<file path="src/rtl/av2_tile_bitstream_feeder.sv">
// rtl/av2_tile_bitstream_feeder.sv - packs a byte stream into 128-bit tile words
//
// Purpose:
//   Accepts a frame of frame_bytes bitstream bytes and packs them
//   little-endian into 128-bit words (byte k in bits [8k+7:8k]). A final
//   partial word is zero-padded and flagged with tile_last.
//
// Configuration macro:
//   AV2_FEEDER_SKID_EN - adds a second 128-bit holding register so packing
//   can continue while the output word waits on tile_ready.
//
// Ports:
//   clk, rst                 - rising-edge clock, synchronous active-high reset
//   start, frame_bytes       - frame start pulse and payload length (IDLE only)
//   in_byte/in_valid/in_ready - byte input stream
//   tile_data/tile_valid/tile_ready/tile_last - 128-bit word output stream
//   busy, frame_done         - status: not idle / one-cycle completion pulse
//   bytes_accepted, words_sent - per-frame handshake counters
module av2_tile_bitstream_feeder #(
    parameter int CNT_W = 32
) (
    input  logic             clk,
    input  logic             rst,
    input  logic             start,
    input  logic [CNT_W-1:0] frame_bytes,
    input  logic [7:0]       in_byte,
    input  logic             in_valid,
    output logic             in_ready,
    output logic [127:0]     tile_data,
    output logic             tile_valid,
    input  logic             tile_ready,
    output logic             tile_last,
    output logic             busy,
    output logic             frame_done,
    output logic [CNT_W-1:0] bytes_accepted,
    output logic [CNT_W-1:0] words_sent
);

    typedef enum logic [1:0] {
        IDLE  = 2'd0,
        PACK  = 2'd1,
        DRAIN = 2'd2,
        DONE  = 2'd3
    } state_t;

    state_t           state_q, state_d;
    logic [CNT_W-1:0] len_q, len_d;
    logic [CNT_W-1:0] bytes_q, bytes_d;
    logic [CNT_W-1:0] words_q, words_d;
    logic [3:0]       byte_idx_q, byte_idx_d;
    logic [127:0]     pack_q, pack_d;
    logic [127:0]     out_data_q, out_data_d;
    logic             out_valid_q, out_valid_d;
    logic             out_last_q, out_last_d;
`ifdef AV2_FEEDER_SKID_EN
    logic [127:0]     hold_data_q, hold_data_d;
    logic             hold_valid_q, hold_valid_d;
    logic             hold_last_q, hold_last_d;
    logic             load;
`endif

    logic             final_byte;
    logic             completing;
    logic             out_free;
    logic             in_ready_c;
    logic             in_hs;
    logic             out_hs;
    logic [127:0]     word_next;

    always_comb begin
        state_d     = state_q;
        len_d       = len_q;
        bytes_d     = bytes_q;
        words_d     = words_q;
        byte_idx_d  = byte_idx_q;
        pack_d      = pack_q;
        out_data_d  = out_data_q;
        out_valid_d = out_valid_q;
        out_last_d  = out_last_q;
`ifdef AV2_FEEDER_SKID_EN
        hold_data_d  = hold_data_q;
        hold_valid_d = hold_valid_q;
        hold_last_d  = hold_last_q;
`endif

        final_byte = ((bytes_q + CNT_W'(1)) == len_q);
        completing = (byte_idx_q == 4'd15) || final_byte;
        // The output register can take a new word if empty or draining now.
        out_free   = !out_valid_q || tile_ready;

        // Packing register with the incoming byte merged into its lane.
        word_next = pack_q;
        word_next[{byte_idx_q, 3'b000} +: 8] = in_byte;

`ifdef AV2_FEEDER_SKID_EN
        // Stall only if a completing byte has nowhere to go.
        in_ready_c = (state_q == PACK) && !(completing && hold_valid_q && !out_free);
`else
        in_ready_c = (state_q == PACK) && !(completing && !out_free);
`endif
        in_hs  = in_valid && in_ready_c;
        out_hs = out_valid_q && tile_ready;

        if (in_hs) begin
            bytes_d    = bytes_q + CNT_W'(1);
            byte_idx_d = byte_idx_q + 4'd1;
            if (completing) begin
                // Clearing here is what zero-pads a later partial word.
                pack_d = '0;
                if (final_byte) begin
                    byte_idx_d = 4'd0;
                end
            end else begin
                pack_d = word_next;
            end
        end
        if (out_hs) begin
            words_d = words_q + CNT_W'(1);
        end

`ifdef AV2_FEEDER_SKID_EN
        load = in_hs && completing;
        if (hold_valid_q) begin
            // Holding word always goes out first to preserve order.
            if (out_free) begin
                out_data_d  = hold_data_q;
                out_valid_d = 1'b1;
                out_last_d  = hold_last_q;
                if (load) begin
                    hold_data_d = word_next;
                    hold_last_d = final_byte;
                end else begin
                    hold_valid_d = 1'b0;
                    hold_last_d  = 1'b0;
                end
            end
        end else if (load) begin
            if (out_free) begin
                out_data_d  = word_next;
                out_valid_d = 1'b1;
                out_last_d  = final_byte;
            end else begin
                hold_data_d  = word_next;
                hold_valid_d = 1'b1;
                hold_last_d  = final_byte;
            end
        end else if (out_hs) begin
            out_valid_d = 1'b0;
            out_last_d  = 1'b0;
        end
`else
        if (out_hs) begin
            out_valid_d = 1'b0;
            out_last_d  = 1'b0;
        end
        // A load in the same cycle as a handshake replaces the word directly.
        if (in_hs && completing) begin
            out_data_d  = word_next;
            out_valid_d = 1'b1;
            out_last_d  = final_byte;
        end
`endif

        case (state_q)
            IDLE: begin
                if (start) begin
                    len_d      = frame_bytes;
                    bytes_d    = '0;
                    words_d    = '0;
                    byte_idx_d = 4'd0;
                    pack_d     = '0;
                    state_d    = (frame_bytes != '0) ? PACK : DONE;
                end
            end
            PACK: begin
                if (in_hs && final_byte) begin
                    state_d = DRAIN;
                end
            end
            DRAIN: begin
                if (out_hs && out_last_q) begin
                    state_d = DONE;
                end
            end
            DONE: begin
                state_d = IDLE;
            end
            default: begin
                state_d = IDLE;
            end
        endcase
    end

    always_ff @(posedge clk) begin
        if (rst) begin
            state_q     <= IDLE;
            len_q       <= '0;
            bytes_q     <= '0;
            words_q     <= '0;
            byte_idx_q  <= 4'd0;
            pack_q      <= '0;
            out_data_q  <= '0;
            out_valid_q <= 1'b0;
            out_last_q  <= 1'b0;
`ifdef AV2_FEEDER_SKID_EN
            hold_data_q  <= '0;
            hold_valid_q <= 1'b0;
            hold_last_q  <= 1'b0;
`endif
        end else begin
            state_q     <= state_d;
            len_q       <= len_d;
            bytes_q     <= bytes_d;
            words_q     <= words_d;
            byte_idx_q  <= byte_idx_d;
            pack_q      <= pack_d;
            out_data_q  <= out_data_d;
            out_valid_q <= out_valid_d;
            out_last_q  <= out_last_d;
`ifdef AV2_FEEDER_SKID_EN
            hold_data_q  <= hold_data_d;
            hold_valid_q <= hold_valid_d;
            hold_last_q  <= hold_last_d;
`endif
        end
    end

    assign in_ready       = in_ready_c;
    assign tile_data      = out_data_q;
    assign tile_valid     = out_valid_q;
    assign tile_last      = out_last_q;
    assign busy           = (state_q != IDLE);
    assign frame_done     = (state_q == DONE);
    assign bytes_accepted = bytes_q;
    assign words_sent     = words_q;

endmodule

</file>
<file path="config.mk">
export PLATFORM = sky130hd
export DESIGN_NAME = av2_tile_bitstream_feeder
export DESIGN_NICKNAME = d
export VERILOG_FILES = /design/src/rtl/av2_tile_bitstream_feeder.sv
export SDC_FILE = /design/constraint.sdc
export NUM_CORES = 1
export LEC_CHECK = 0
export BUFFER_PORTS_ARGS = -buffer_cell sky130_fd_sc_hd__buf_4
export CAP_MARGIN = 15
export CELL_PAD_IN_SITES_DETAIL_PLACEMENT = 0
export CELL_PAD_IN_SITES_GLOBAL_PLACEMENT = 1
export CORE_MARGIN = 5
export CORE_UTILIZATION = 46
export DETAILED_ROUTE_END_ITERATION = 12
export PLACE_DENSITY = 0.81
export SLEW_MARGIN = 20
export SYNTH_ARGS = -nofsm -noshare
export SYNTH_HDL_FRONTEND = slang
export SYNTH_SLANG_ARGS = --single-unit
</file>
<file path="constraint.sdc">
create_clock -name clk -period 9.6 [get_ports clk]
set_input_delay 0.96 -clock clk [delete_from_list [all_inputs] [get_ports clk]]
set_output_delay 0.96 -clock clk [all_outputs]
set_load 0.005 [all_outputs]
</file>
==> results.txt <==
- Of the total synthesized cell area, the portion taken by XOR and XNOR cells is 0.04078.
- Largest driver fanout on the critical path: 13
- Critical path required time: around 8600 ps
* Area post-placement: roughly 0.018 mm^2
- Synthesis instantiated 69 different standard cells from the library.
* Clk root buf: sky130_fd_sc_hd__clkbuf_16
- For the worst flop-to-flop path, the logic depth is 11.
- Timing would allow up to between 0.15 and 0.2 GHz.
* Pin count of the biggest net entering global routing: roughly 260
* Source-to-sink clock delay at the later pin of the worst-skew pair: around 540 ps
- Final estimated routing congestion in global placement: between 0.9 and 1
- Of the post-synthesis cell area, the part taken by muxes is 0.04405.
* Area used by sequential logic in the layout: 0.007207 mm^2
- Depth of the CTS H-tree: 2
* Main combinational cell family by area after synthesis: compound AO/OA/AOI/OAI gates
- The repair_antennas step left the layout with diodes totalling 0.
- Area growth from synthesis to final layout: 20.18%
- In the final layout, the share of cells above drive strength 1 is 0.1654.
* Hold-fix buffer count after cts: 0
- Data arrival time at the worst-slack endpoint: ~4300 ps
* Worst relative slew slack: 0.2773
- Counting flops and latches in the post-synthesis netlist gives 360.
- In the layout the commonest cells are 360 x sky130_fd_sc_hd__dfxtp_1, 251 x sky130_fd_sc_hd__buf_4, 248 x sky130_fd_sc_hd__nor2_1, 206 x sky130_fd_sc_hd__nand2_1, 132 x sky130_fd_sc_hd__a211oi_1.
- Tightest hold margin: 451.4 ps
- Pin slew with the least headroom to its limit: 1084 ps
- Setup violations remaining at the end of the flow were counted as 0.
* First-pass DRT Iterations: 5
* Total negative slack: 0 ps
- Final Critical Period: 5235 ps
* End of the worst hold path: pack_q[89]$_SDFF_PP0_
- Share of the cycle needed by the critical path after routing: 0.5453
- Starting density of the core: 0.4664
* Number of hold violations in the final report: 0
- Maxcap violations: 0
* Bufs on Longest Clock Path: 3
* Number of I/O pins: between 200 and 250
- Setup slack on the worst flop-to-flop path: between 4000 and 5000 ps
* Post-route DRC violation count: 0
* Cell depth of the worst min-delay path: 2
- Buffers inserted by post-CTS timing repair: 0
- The number of antenna violations at the first check in global routing came to 0.
* DP Wirelength: 32450 um
- The floorplan step defined a die boundary enclosing 0.03788 mm^2.
- Post-cts resize count: 0
- Worst setup path class: flip-flop to output pin
- The floorplan step set the die width to about 200 um.
* Area taken by multi-input logic gates: between 0.007 and 0.008 mm^2
- Vias in the first global route: approximately 13k
- Minimum setup slack in the final design: between 4000 and 5000 ps
- The final layout contains routed wiring with a total length of approximately 47000 um.
- Synthesis handed over a netlist of ~1.8k instances.
- The floorplan step defined a core boundary enclosing 0.03362 mm^2.
* Synth Area per Inst: around 8.6 um^2
- The tightest min-delay check is of the flip-flop to flip-flop type.
- Counting stages on the worst path, the most repeated cell is sky130_fd_sc_hd__nor2_1.
- The number of pins with negative max-slew slack in the final report came to 0.
- The library cell used most frequently in the layout, excluding fill and tap cells, is sky130_fd_sc_hd__dfxtp_1.
- Area contributors post-synth: sky130_fd_sc_hd__dfxtp_1 46%, sky130_fd_sc_hd__a211oi_1 6.3%, sky130_fd_sc_hd__nor2_1 5.9%, sky130_fd_sc_hd__nand2_1 4.9%, sky130_fd_sc_hd__mux2i_1 4.4%
- Dividing total power by cell area gives a power density of 187.9 mW/mm^2.
- The count of nets left with antenna violations once routing finished came out at 0.
* Via density per instance: 5.610
* Share of flip-flops with an asynchronous set or reset after synthesis: 0
* Cell at the slowest stage of the critical path: sky130_fd_sc_hd__nor4_1
- Count of filler cells inserted in the layout: approximately 3.1k
- Post-Synth Adder-Cell Area: 0.008778
- IR drop worst, VDD: 0.1273 mV
- Post-route cell area: about 0.019 mm^2
- For this run, the leading register cell type out of synthesis is sky130_fd_sc_hd__dfxtp_1.
- In this run the static leakage power is approximately 6.7 nW.
- Nature of the critical path endpoint: output pin
- The total overflow left after global routing is 0.
- Between clock sinks in the finished design, the worst skew comes to between 20 and 30 ps.
- The critical path goes through ha_1, nand2_1, nor4_1, o21ai_0, o221ai_1, a211oi_1, and4_1, a21oi_2, nor2_1, nor2_1, buf_4.
- In the global route stage, overall resource usage came out at 0.2368.
- Vias: between 10k and 15k
- Register area share after synthesis: 0.4597
- Share of the core filled with cells in the final layout: 0.5605
- Clock tree synthesis found a total of 360 sinks.
- Measured along the y axis, the die boundary spans between 150 and 200 um.
* Placement Setup Slack: between 4000 and 5000 ps
- Post-synth EDFFs: 0
* # nets final: just over 2k
- After clock tree synthesis, the clock-pin slew on the worst setup and hold paths is 60 ps.
- Of the total synthesized cell area, the portion taken by AND, OR, NAND and NOR gates is 0.1934.
- Port buffering added 241 buffers.
* Wire length of the first global-routing pass: around 74000 um
- Post-synth top area cell: sky130_fd_sc_hd__dfxtp_1
* Start point of the worst min-delay path: pack_q[89]$_SDFF_PP0_
- Critical path launch point type: flip-flop
- Worst path max stage delay: 840 ps
- Counting the buffers created by CTS gives 39.
- Synthesis produced a netlist with a net count of 1881.
* # rows: between 60 and 70
* Fraction of post-synthesis cell area in the top cell type by area: 0.4597
- The endpoint identified for the worst register-to-register timing path is pack_q[118]$_SDFF_PP0_.
* Unrepaired setup endpoints after global routing: no
- The cell area that synthesis handed to floorplanning was between 0.015 and 0.02 mm^2.
* 1st-iter DRT viols: roughly 850
* TritonCTS clock tree: yes
- The run finished with clean final reports.
- Critical register-to-register path startpoint: bytes_accepted[0]$_SDFF_PP0_
- During synthesis, Yosys emitted a total of 0 warnings.
* Routed length per placed instance: roughly 19 um
* Area fraction in compound gates after synthesis: 0.2097
[state kept, by name, indices dropped and copies added (netlist names)]
signal	count
pack_q	128
tile_valid	1
tile_last	1
tile_data	128
bytes_accepted	32
words_sent	32
len_q	32
byte_idx_q	4
state_q	2
[power by group]
part	switching (mW)	internal, mW
clock network	0.620	0.877
logic	0.340	0.146
registers	0.0328	1.53
[area by class of cell]
cell class              count  area share
multi-input cells        1301      0.4145
flip-flops and latches    360      0.3825
repair buffers            252      0.1011
clock buffers              55     0.05976
well taps                 448     0.02975
clock inverters            13    0.008433
inverters                  20    0.003984
[logic make-up after synthesis]
| kind of cell | count (synthesis) |
|---|---|
| and+or+nand+nor | 667 |
| AOI/OAI and AO/OA | 481 |
| DFF | 360 |
| buffers and inverters | 164 |
| xor gates and xnor gates | 73 |
| muxes | 69 |
| adders and majority gates | 11 |
[critical path, delay by kind of cell, from the launching register on]
| kind | cells | cell delay [ps] |
|---|---|---|
| buffers and inverters | 1 | 130 |
| AO/OA/AOI/OAI | 4 | 1250 |
| flip-flops | 1 | 470 |
| adder cells (fa/ha/maj) | 1 | 350 |
| AND/OR/NAND/NOR | 5 | 1530 |
[synth_stat cells (11+ instances only)]
master / number
sky130_fd_sc_hd__buf_2: 45
sky130_fd_sc_hd__or3_1: 12
sky130_fd_sc_hd__nand3_1: 40
sky130_fd_sc_hd__o2bb2ai_1: 63
sky130_fd_sc_hd__xor2_1: 41
sky130_fd_sc_hd__xnor2_1: 32
sky130_fd_sc_hd__nor3_1: 44
sky130_fd_sc_hd__a21oi_1: 118
sky130_fd_sc_hd__nand2_1: 206
sky130_fd_sc_hd__or4_1: 13
sky130_fd_sc_hd__clkbuf_1: 81
sky130_fd_sc_hd__a22o_1: 18
sky130_fd_sc_hd__nor4_1: 18
sky130_fd_sc_hd__o211ai_1: 11
sky130_fd_sc_hd__and3_1: 12
sky130_fd_sc_hd__o21ai_0: 63
sky130_fd_sc_hd__a211oi_1: 132
sky130_fd_sc_hd__nand4_1: 20
sky130_fd_sc_hd__ha_1: 11
sky130_fd_sc_hd__nor2_1: 248
sky130_fd_sc_hd__inv_1: 20
sky130_fd_sc_hd__mux2i_1: 69
sky130_fd_sc_hd__dfxtp_1: 360
sky130_fd_sc_hd__o21a_1: 23
sky130_fd_sc_hd__buf_1: 14
[stage by stage]
stage / cells / power, mW
finish: 2449 / 3.541
CTS: 2449 / 3.572
detailed placement: 2381 / 2.075
floorplan: 1825 / 1.914
global placement: 2381 / 2.069
global route: 2449 / 3.690
[per-layer routing]
layer / part of all wire / global-route usage
met1: 0.46 / 0.3319
met2: 0.46 / 0.3781
met3: 0.059 / 0.04172
met4: 0.024 / 0.06536
met5: 0 / 0
[worst max path at each step]
| stage | depth (start not counted) | startpoint | endpoint |
|---|---|---|---|
| after floorplan | 12 | bytes_accepted[5]$_SDFF_PP0_ | in_ready |
| after global placement | 11 | bytes_accepted[0]$_SDFF_PP0_ | in_ready |
| after detailed placement | 11 | bytes_accepted[0]$_SDFF_PP0_ | pack_q[115]$_SDFF_PP0_ |
| after CTS | 11 | bytes_accepted[0]$_SDFF_PP0_ | in_ready |
| after global routing | 11 | bytes_accepted[0]$_SDFF_PP0_ | in_ready |
| final | 11 | bytes_accepted[0]$_SDFF_PP0_ | in_ready |
Power figures use the tool's default switching activity.
